--- src/rtl/s838_down_counter.sv ---
// rtl/s838_down_counter.sv - loadable down counter with terminal-count pulse and auto-reload
// Decrement uses per-group zero flags so the borrow chain is a short AND prefix.
module s838_down_counter #(
  parameter int WIDTH = 32,
  parameter int GROUP = 8
) (
  input  logic             clk,
  input  logic             rst_n,
  input  logic             Clear,
  input  logic             load_valid,
  input  logic [WIDTH-1:0] load_data,
  output logic             load_ready,
  input  logic             enable,
  input  logic             auto_reload,
  output logic [WIDTH-1:0] Y,
  output logic             tc,
  output logic             busy,
  output logic             done
);

  localparam int NG = WIDTH / GROUP;

  typedef enum logic [1:0] {
    S_IDLE = 2'd0,
    S_RUN  = 2'd1,
    S_DONE = 2'd2
  } state_t;

  state_t           state_q, state_d;
  logic [WIDTH-1:0] y_q, y_d;
  logic [WIDTH-1:0] r_q, r_d;
  logic             tc_q, tc_d;

  logic [NG-1:0]    grp_zero;
  logic [NG-1:0]    borrow;
  logic [WIDTH-1:0] y_dec;
  logic             y_zero;
  logic             y_one;

  // Group k decrements only when every lower group is zero.
  genvar g;
  generate
    for (g = 0; g < NG; g++) begin : g_dec
      assign grp_zero[g] = (y_q[g*GROUP +: GROUP] == '0);
      if (g == 0) begin : g_first
        assign borrow[g] = 1'b1;
      end else begin : g_rest
        assign borrow[g] = borrow[g-1] & grp_zero[g-1];
      end
      assign y_dec[g*GROUP +: GROUP] = y_q[g*GROUP +: GROUP] - {{(GROUP-1){1'b0}}, borrow[g]};
    end
  endgenerate

  assign y_zero = &grp_zero;
  assign y_one  = (y_q == WIDTH'(1));

  assign load_ready = (state_q != S_RUN) && !Clear;
  assign Y          = y_q;
  assign tc         = tc_q;
  assign busy       = (state_q == S_RUN);
  assign done       = (state_q == S_DONE);

  always_comb begin
    state_d = state_q;
    y_d     = y_q;
    r_d     = r_q;
    tc_d    = 1'b0;
    if (Clear) begin
      state_d = S_IDLE;
      y_d     = '0;
      r_d     = '0;
    end else if (load_valid && load_ready) begin
      y_d     = load_data;
      r_d     = load_data;
      state_d = (load_data != '0) ? S_RUN : S_DONE;
    end else if (state_q == S_RUN && enable) begin
      if (y_zero) begin
        y_d = r_q;
      end else begin
        y_d = y_dec;
        if (y_one) begin
          tc_d    = 1'b1;
          state_d = auto_reload ? S_RUN : S_DONE;
        end
      end
    end
  end

  always_ff @(posedge clk or negedge rst_n) begin
    if (!rst_n) begin
      state_q <= S_IDLE;
      y_q     <= '0;
      r_q     <= '0;
      tc_q    <= 1'b0;
    end else begin
      state_q <= state_d;
      y_q     <= y_d;
      r_q     <= r_d;
      tc_q    <= tc_d;
    end
  end

endmodule

--- config.mk ---
export PLATFORM = sky130hd
export DESIGN_NAME = s838_down_counter
export DESIGN_NICKNAME = d
export VERILOG_FILES = /design/src/rtl/s838_down_counter.sv
export SDC_FILE = /design/constraint.sdc
export NUM_CORES = 1
export LEC_CHECK = 0
export ABC_CLOCK_PERIOD_IN_PS = 6400
export CAP_MARGIN = 0
export CORE_MARGIN = 2
export CORE_UTILIZATION = 45
export CTS_BUF_LIST = sky130_fd_sc_hd__clkbuf_8
export CTS_CLUSTER_DIAMETER = 120
export DETAILED_ROUTE_END_ITERATION = 12
export PLACE_DENSITY = 0.69
export SYNTH_ARGS = -nofsm -noshare
export SYNTH_HDL_FRONTEND = slang
export SYNTH_SLANG_ARGS = --single-unit
--- constraint.sdc ---
create_clock -name clk -period 6.4 [get_ports clk]
set_clock_uncertainty 0.05 [all_clocks]
set_input_delay 1.6 -clock clk [delete_from_list [all_inputs] [get_ports clk]]
set_output_delay 1.6 -clock clk [all_outputs]
set_load 0.05 [all_outputs]
Word level (Yosys, flattened, before mapping)

Index checks and enable logic that the tools add are counted.

Bits in registers: 67
Logic and storage cells: 47

Reductions and logical operators: 14
Multiplexer cells: 18
Add/subtract/negate cells: 4
Eq/ne operators: 5
Bitwise operators: 2

Operators by type and width:

| operator                                                                | count |
|---|---|
| 32-bit 2-to-1 mux                                                       | 6 |
| 32-bit by 1-bit equality test with 1-bit output (second input constant) | 1 |
| 8-bit logical NOT                                                       | 4 |
| 32-bit nonzero test                                                     | 1 |
| 8-bit by 1-bit subtractor with 8-bit output                             | 3 |
| 2-bit 2-to-1 mux                                                        | 7 |
| 8-bit by 1-bit subtractor with 8-bit output (second input constant)     | 1 |
| 3-bit nonzero test                                                      | 2 |
| 1-bit 2-to-1 mux                                                        | 5 |
| 4-bit AND reduction                                                     | 1 |
| 1-bit logical AND                                                       | 3 |
| 3-bit by 2-bit != test with 1-bit output (second input constant)        | 1 |
| 3-bit AND reduction                                                     | 1 |
| 1-bit bitwise AND                                                       | 2 |
| 2-bit by 1-bit equality test with 1-bit output (second input constant)  | 1 |
| 2-bit equality test (second input constant)                             | 1 |
| 2-bit by 1-bit != test with 1-bit output (second input constant)        | 1 |
| 2-bit nonzero test                                                      | 1 |
| 1-bit logical NOT                                                       | 1 |

Depth between registers and ports, before layout

Depth in word-level cells: 8
Mapped depth: 14
Gate-level depth less buffers: 13

Least setup slack after synthesis

No wires, ideal clock.

Path type: input to output
Start: input Clear
End: output load_ready
Arrival time: 2.625 ns
Slack: 2.125 ns
Buffers on the path: 2
Stages: 3
Cells stage by stage: clkbuf_1 -> clkbuf_1 -> nor2_1

Word-level cells in the longest chain between the ends: 2

RTL lines:

| what              | RTL line | RTL |
|---|---|---|
| from (decl)       | 9        | `input logic Clear,` |
| 1-bit logical NOT | 57       | `assign load_ready = (state_q != S_RUN) && !Clear;` |
| 1-bit logical AND | 57       |  |
| to (decl)         | 12       | `output logic load_ready,` |

Every way passes these cells.

Final worst setup path

Ends and elaborated chain as after synthesis.

==> summary.txt <==
Run status
  • Status: finished, final reports clean

Timing
  • Hold Vio Cnt, Final: 0
  • PnR worst setup slack: 2.16 ns
  • Period Utilization, post-route: 66.3%
  • Least-Margin Pin Slew: 1.11 ns
  • RSZ-0062 raised after global routing: false
  • Fmax achieved: 236 MHz
  • Final min period: 4.24 ns
  • Hold Slack: 0.474 ns
  • # setup viols final: 0
  • Slew HR: 26.1%
  • Final Max Slew Viols: 0
  • Fin Setup TNS: 0 ns

Synth
  • Cells after Synth: 442
  • Post-synth top flop: dfrtp_1
  • Mapped Avg Cell Area: 8.96 um^2
  • EDFF count, synth: 0
  • Syn Nets: 489
  • Async SR Flop Fraction: 100%
  • Netlist cell types: 52
  • Mapped Area: 3960 um^2
  • Synth warnings: 0
  • Seq/Total Area, Yosys: 42.3%
  • Top-area cell type share of the netlist area: 42.3%
  • Synth area leaders: dfrtp_1 (42%), a21oi_1 (9.1%), nand2_1 (7.1%)
  • Seq cells post-synth: 67
  • Area leader, netlist: dfrtp_1

Floorplanning
  • Die width: 97.8 um
  • Row count: 34
  • Chip Height: 97.8 um
  • # IOs: 74
  • Die ar.: 9570 um^2
  • Core ar.: 8640 um^2
  • Initial core utilization: 45.9%

Placement
  • Pre-CTS worst setup slack: 2.15 ns
  • Routability cong.: 0.848
  • DP Cell Count: 600
  • Port-buffer cells: 73
  • DP Wirelength: 7420 um

Power
  • LEAKAGE: 2.11 nW
  • Switch share: 36.2%
  • Reg power frac: 37.9%
  • P per Cell Area: 268 nW/um^2
  • Net Switching: 481 uW
  • Peak VDD IR: 156 uV
  • Pint: 848 uW
  • Power share of the combinational group: 32.3%
  • Clock network power share: 29.7%

Detailed routing
  • Wire length per cell: 18.7 um
  • DRC Markers: 0
  • Routed vias: 3,671
  • Drt pass-1 iters: 5
  • DRT Wirelength: 11,500 um
  • DR iter-0 viols: 249
  • Vias per cell: 5.96
  • DRT antenna net count: 0

Layout
  • # diodes: 0
  • Footprint of the multi-input gates: 2130 um^2
  • Final net count: 550
  • Ratio of cells with drive above 1 in the final layout: 8.27%
  • Most frequent cells in the layout: nand2_1 (75), a21oi_1 (72), clkdlybuf4s50_1 (71)
  • Post-Layout Cell Count: 616
  • P&R area growth vs syn: 25.3%
  • Most common cell after layout, fill and taps aside: nand2_1
  • Seq. cell area: 1680 um^2
  • Filler Cell Count: 772

Global routing
  • Antenna violations before repair: 0
  • Grt total ovfl: 0
  • Largest net degree at the start of global routing: 68
  • Total track usage: 25.0%
  • First-pass GRT wire length: 19,000 um
  • Vias in the first global route: 3,660

Clock network
  • CTS sink count: 67
  • Clk root buf: clkbuf_8
  • CTS H-tree lvls: 3
  • TritonCTS clock tree: yes
  • Num CTS Buffers: 9
  • CTS Hold Bufs: 0
  • Clock latency on the worst-skew pair: 0.35 ns
  • Reg clk slew, reported paths: 0.07 ns
  • Post-CTS Setup Bufs: 0
  • CTS resizes: 0
  • Clock buffer depth: 2

Setup path
  • CP Class: in2out
  • RR Startpoint: Y[0]
  • Setup crit end: load_ready
  • Crit path DAT: 2.59 ns
  • CP Launch Point: Clear
  • R2r endpoint: Y[30]
  • CP max FO: 2
  • Worst path required time: 4.75 ns
  • CP Capture Type: output pin
  • R2R Setup Slk: 3.05 ns
  • Worst R2R Path Depth: 13
  • CP Launch Type: primary input

Run
  • Max Cap Viol: 0

Hold path
  • Path type of the worst min-delay path: reg2reg
  • Worst hold path stage count: 2
-- cell usage after synthesis, types with 4 or more instances --
master    number
nand2_1       75
a21boi_0       4
o22ai_1        5
nor2_1        25
buf_2          6
xnor2_1       12
inv_1          9
a22oi_1       16
o32ai_1        4
a211oi_1       5
ha_1           9
dfrtp_1       67
a221oi_1       4
nor4_4         6
xor2_1         8
a21oi_1       72
nor4_1        12
o21ai_1       16
nor3b_1        5
nor3_1         6
mux2i_1       11
or3_1          4
clkbuf_1      18
-- worst max-delay path, cell delays in order --
cell and delay, ns:
buf_2 0.10, nor2_1 0.09, clkdlybuf4s50_1 0.80
-- layout make-up --
| cell class | count | area share, % |
|---|---|---|
| Tap cell | 108 | 2.72 |
| Sequential cell | 67 | 33.8 |
| Timing Repair Buffer | 78 | 15.3 |
| Clock inverter | 6 | 1.64 |
| Inverter | 11 | 0.858 |
| Clock buffer | 10 | 2.77 |
| Multi-Input combinational cell | 336 | 42.9 |
-- per-stage QoR --
stage / util (%) / instance area [um^2] / power [mW]
detailed placement: 54.9 / 4740 / 0.939
CTS: 57.4 / 4960 / 1.33
global route: 57.4 / 4960 / 1.40
finish: 57.4 / 4960 / 1.33
global placement: 54.9 / 4740 / 0.933
floorplan: - / 3960 / 0.801
-- worst min-delay path by stage --
stage                       start  endpoint  slack, ns
after floorplan           r_q[31]   r_q[31]       0.45
after global placement     r_q[5]    r_q[5]       0.46
after detailed placement   r_q[1]    r_q[1]       0.47
after CTS                 r_q[20]   r_q[20]       0.48
after global routing      r_q[25]   r_q[25]       0.50
final                      r_q[4]    r_q[4]       0.47
-- cells by family after synthesis --
group	share of synthesized area, %
compound gates	20.7
xor+xnor	4.42
fa+ha+maj	2.84
buf+inv	4.30
flops	42.3
mux	2.78
simple gates	22.7
-- state kept, by name (all words and copies together), names as in the netlist --
| register | flops |
|---|---|
| Y | 32 |
| r_q | 32 |
| state_q | 2 |
| tc | 1 |
-- layer usage --
layer,track usage [%],share of wire [%]
met4,10.1,1.8
met2,39.8,47
met3,4.87,7.1
met5,0,0
met1,33.9,45
-- power groups by stage --
stage	Sequential, mW	Combinational (mW)	Clock [mW]
floorplan	0.567	0.234	0
global placement	0.510	0.423	0
detailed placement	0.511	0.428	0
CTS	0.504	0.430	0.399
global route	0.510	0.466	0.420
finish	0.504	0.430	0.395
(Power assumes the default switching activity.)
==> RTL change, RTL diff (same flow settings) <==
`WIDTH`: 32 -> 40.
--- a/src/rtl/s838_down_counter.sv
+++ b/src/rtl/s838_down_counter.sv
@@ -2,5 +2,5 @@
 // Decrement uses per-group zero flags so the borrow chain is a short AND prefix.
 module s838_down_counter #(
-  parameter int WIDTH = 32,
+  parameter int WIDTH = 40,
   parameter int GROUP = 8
 ) (
Ports: changed (resized Y and load_data); port bits go from 74 to 90. No check against the original RTL was run, so the function may have changed too.
==> RTL change against the original RTL <==
Setup slack got worse by 7.9 ps; cell area grew 26%; combinational power up 9.5%; count of clock-buffer cells in the layout stayed put; wire length increased by 31%; area after synthesis up 27%; sequential cell count rose by 16; total power up 15%.
==> RTL change: results (changes against the original RTL) <==
Placement
  • Placed Cells: 781 (+30%)
  • GPL Wtd Cong: 0.8669 (+2.2%)
  • Final HPWL DP: 10270 um (+38%)
  • Port Buf Inserts: 89 (+22%)
  • Pre-CTS setup slack: 2144 ps (-3.870 ps)

Clock tree
  • Clk Latency, worst-skew pair: 370 ps (+20 ps)
  • Resize count post-CTS: 0 (unchanged)
  • Clk slew on worst S/H paths: 80 ps
  • Total CTS buffers: 9 (unchanged)
  • H-Tree Level Count: 3 (unchanged)
  • Max Root-Sink Buffers: 2 (unchanged)
  • Post-CTS Setup Bufs: 0 (unchanged)
  • Clk root buf: clkbuf_8

Synth
  • Synth cell count leaders: nand2_1, dfrtp_1, nand3_1, a21oi_1, clkbuf_1
  • Warnings, synthesis: 0 (unchanged)
  • Synth Flop Type: dfrtp_1
  • Sequential share of the synthesized area: 41.29% (-1.0 points)
  • Mean Syn Cell Area: 8.657 um2 (-3.4%)
  • Post-synth ARST share: 100.0% (unchanged)
  • Post-synth cell types: 55 (+5.8%)
  • Post-synthesis net count: 638 (+30%)
  • Post-synth EDFFs: 0 (unchanged)
  • Synth area leaders: dfrtp_1, nand2_1, nand3_1, a21oi_1, a21boi_0

Route
  • Per-cell routed wire length: 18.88 um (+0.94%)
  • DRT iter0 DRCs: 319 (+28%)
  • Vias per cell: 5.922 (-0.62%)
  • Post-DRT Antenna Nets: 0 (unchanged)
  • Number of iterations in the first detailed-routing pass: 4 (-1)

Hold path
  • Min-Delay Path Class: reg2reg

Worst setup path
  • CP Data Arrival Time: 2600 ps (about the same)
  • Max FO, Critical Path: 2 (unchanged)

GRT
  • GRT Total Usage: 26.19% (+1.1 points)
  • Vias in the first global route: 4595 (+26%)
  • Antenna violations before repair: 0 (unchanged)
  • First-pass GRT wire length: 24060 um (+27%)
  • Largest net degree at the start of global routing: 54 (-21%)

Final layout
  • Antenna diodes: 0 (unchanged)
  • # nets final: 709 (+29%)
  • Share of layout cells above drive strength 1: 7.458% (-0.81 points)
  • Post-route insts no fill: 797 (+29%)

Pwr
  • Pleak: 0.002644 uW (+26%)
  • Worst VDD drop: 0.1264 mV (-19%)

Outcome
  • Status: finished, final reports clean

STA
  • Relative slew slack: 22.17% (-3.9 points)
  • Max-slew violations: 0 (unchanged)
[RTL change: power breakdown]
part	internal, uW	switching (uW)
Combinational	180	290
Sequential	566	61.8
Clock	228	196
Total	974	548
[RTL change: path summary, 6_finish.rpt]
kind                              end    from  cells past startpoint  slack (ps)
hold / removal                 r_q[4]  r_q[4]                      1         460
setup reg to reg                Y[39]    Y[6]                     11        2990
max in group asynchronous      r_q[0]   rst_n                      2        4140
setup / recovery           load_ready   Clear                      3        2150
hold reg to reg                r_q[4]  r_q[4]                      1         460
min in group asynchronous        Y[4]   rst_n                      1        1120
[RTL change: logic make-up after synthesis]
logic type / share of synthesized area, %
xor gates and xnor gates: 4.527
AOI/OAI and AO/OA: 15.80
muxes: 0.5970
and+or+nand+nor: 30.32
buffers and inverters: 4.726
DFF: 41.29
adders and majority gates: 2.736
[RTL change: layer usage]
metal	global-route usage, %	up-vias	routed length [um]
met5	0	-	0
met4	8.499	0	239
met3	2.430	19	723
met2	42.90	158	7364
met1	36.58	2307	6721
li1	-	2236	-
[RTL change: layout make-up]
cell class                 count  area, um2
clock buffer                  10      137.6
clock inverter                 6      81.33
fill                        1019       4654
inverter                      18      67.56
multi-input combinational    441       2736
sequential                    83       2077
tap                          140      175.2
timing repair buffer          99      958.4
[RTL change: through the flow]
| stage | cell area [um2] | hold slack (ps) | util [%] |
|---|---|---|---|
| after detailed placement | 6015 | 434.3 | 55.24 |
| final | 6233 | 463.8 | 57.25 |
| after CTS | 6233 | 460.8 | 57.25 |
| after global placement | 6015 | 436.2 | 55.24 |
| after floorplan | 5030 | 415.7 | - |
| after global routing | 6233 | 470.1 | 57.25 |
[RTL change: critical path, cell delays in order]
cell and delay (ps):
buf_2 100, nor2_1 90, clkdlybuf4s50_1 810
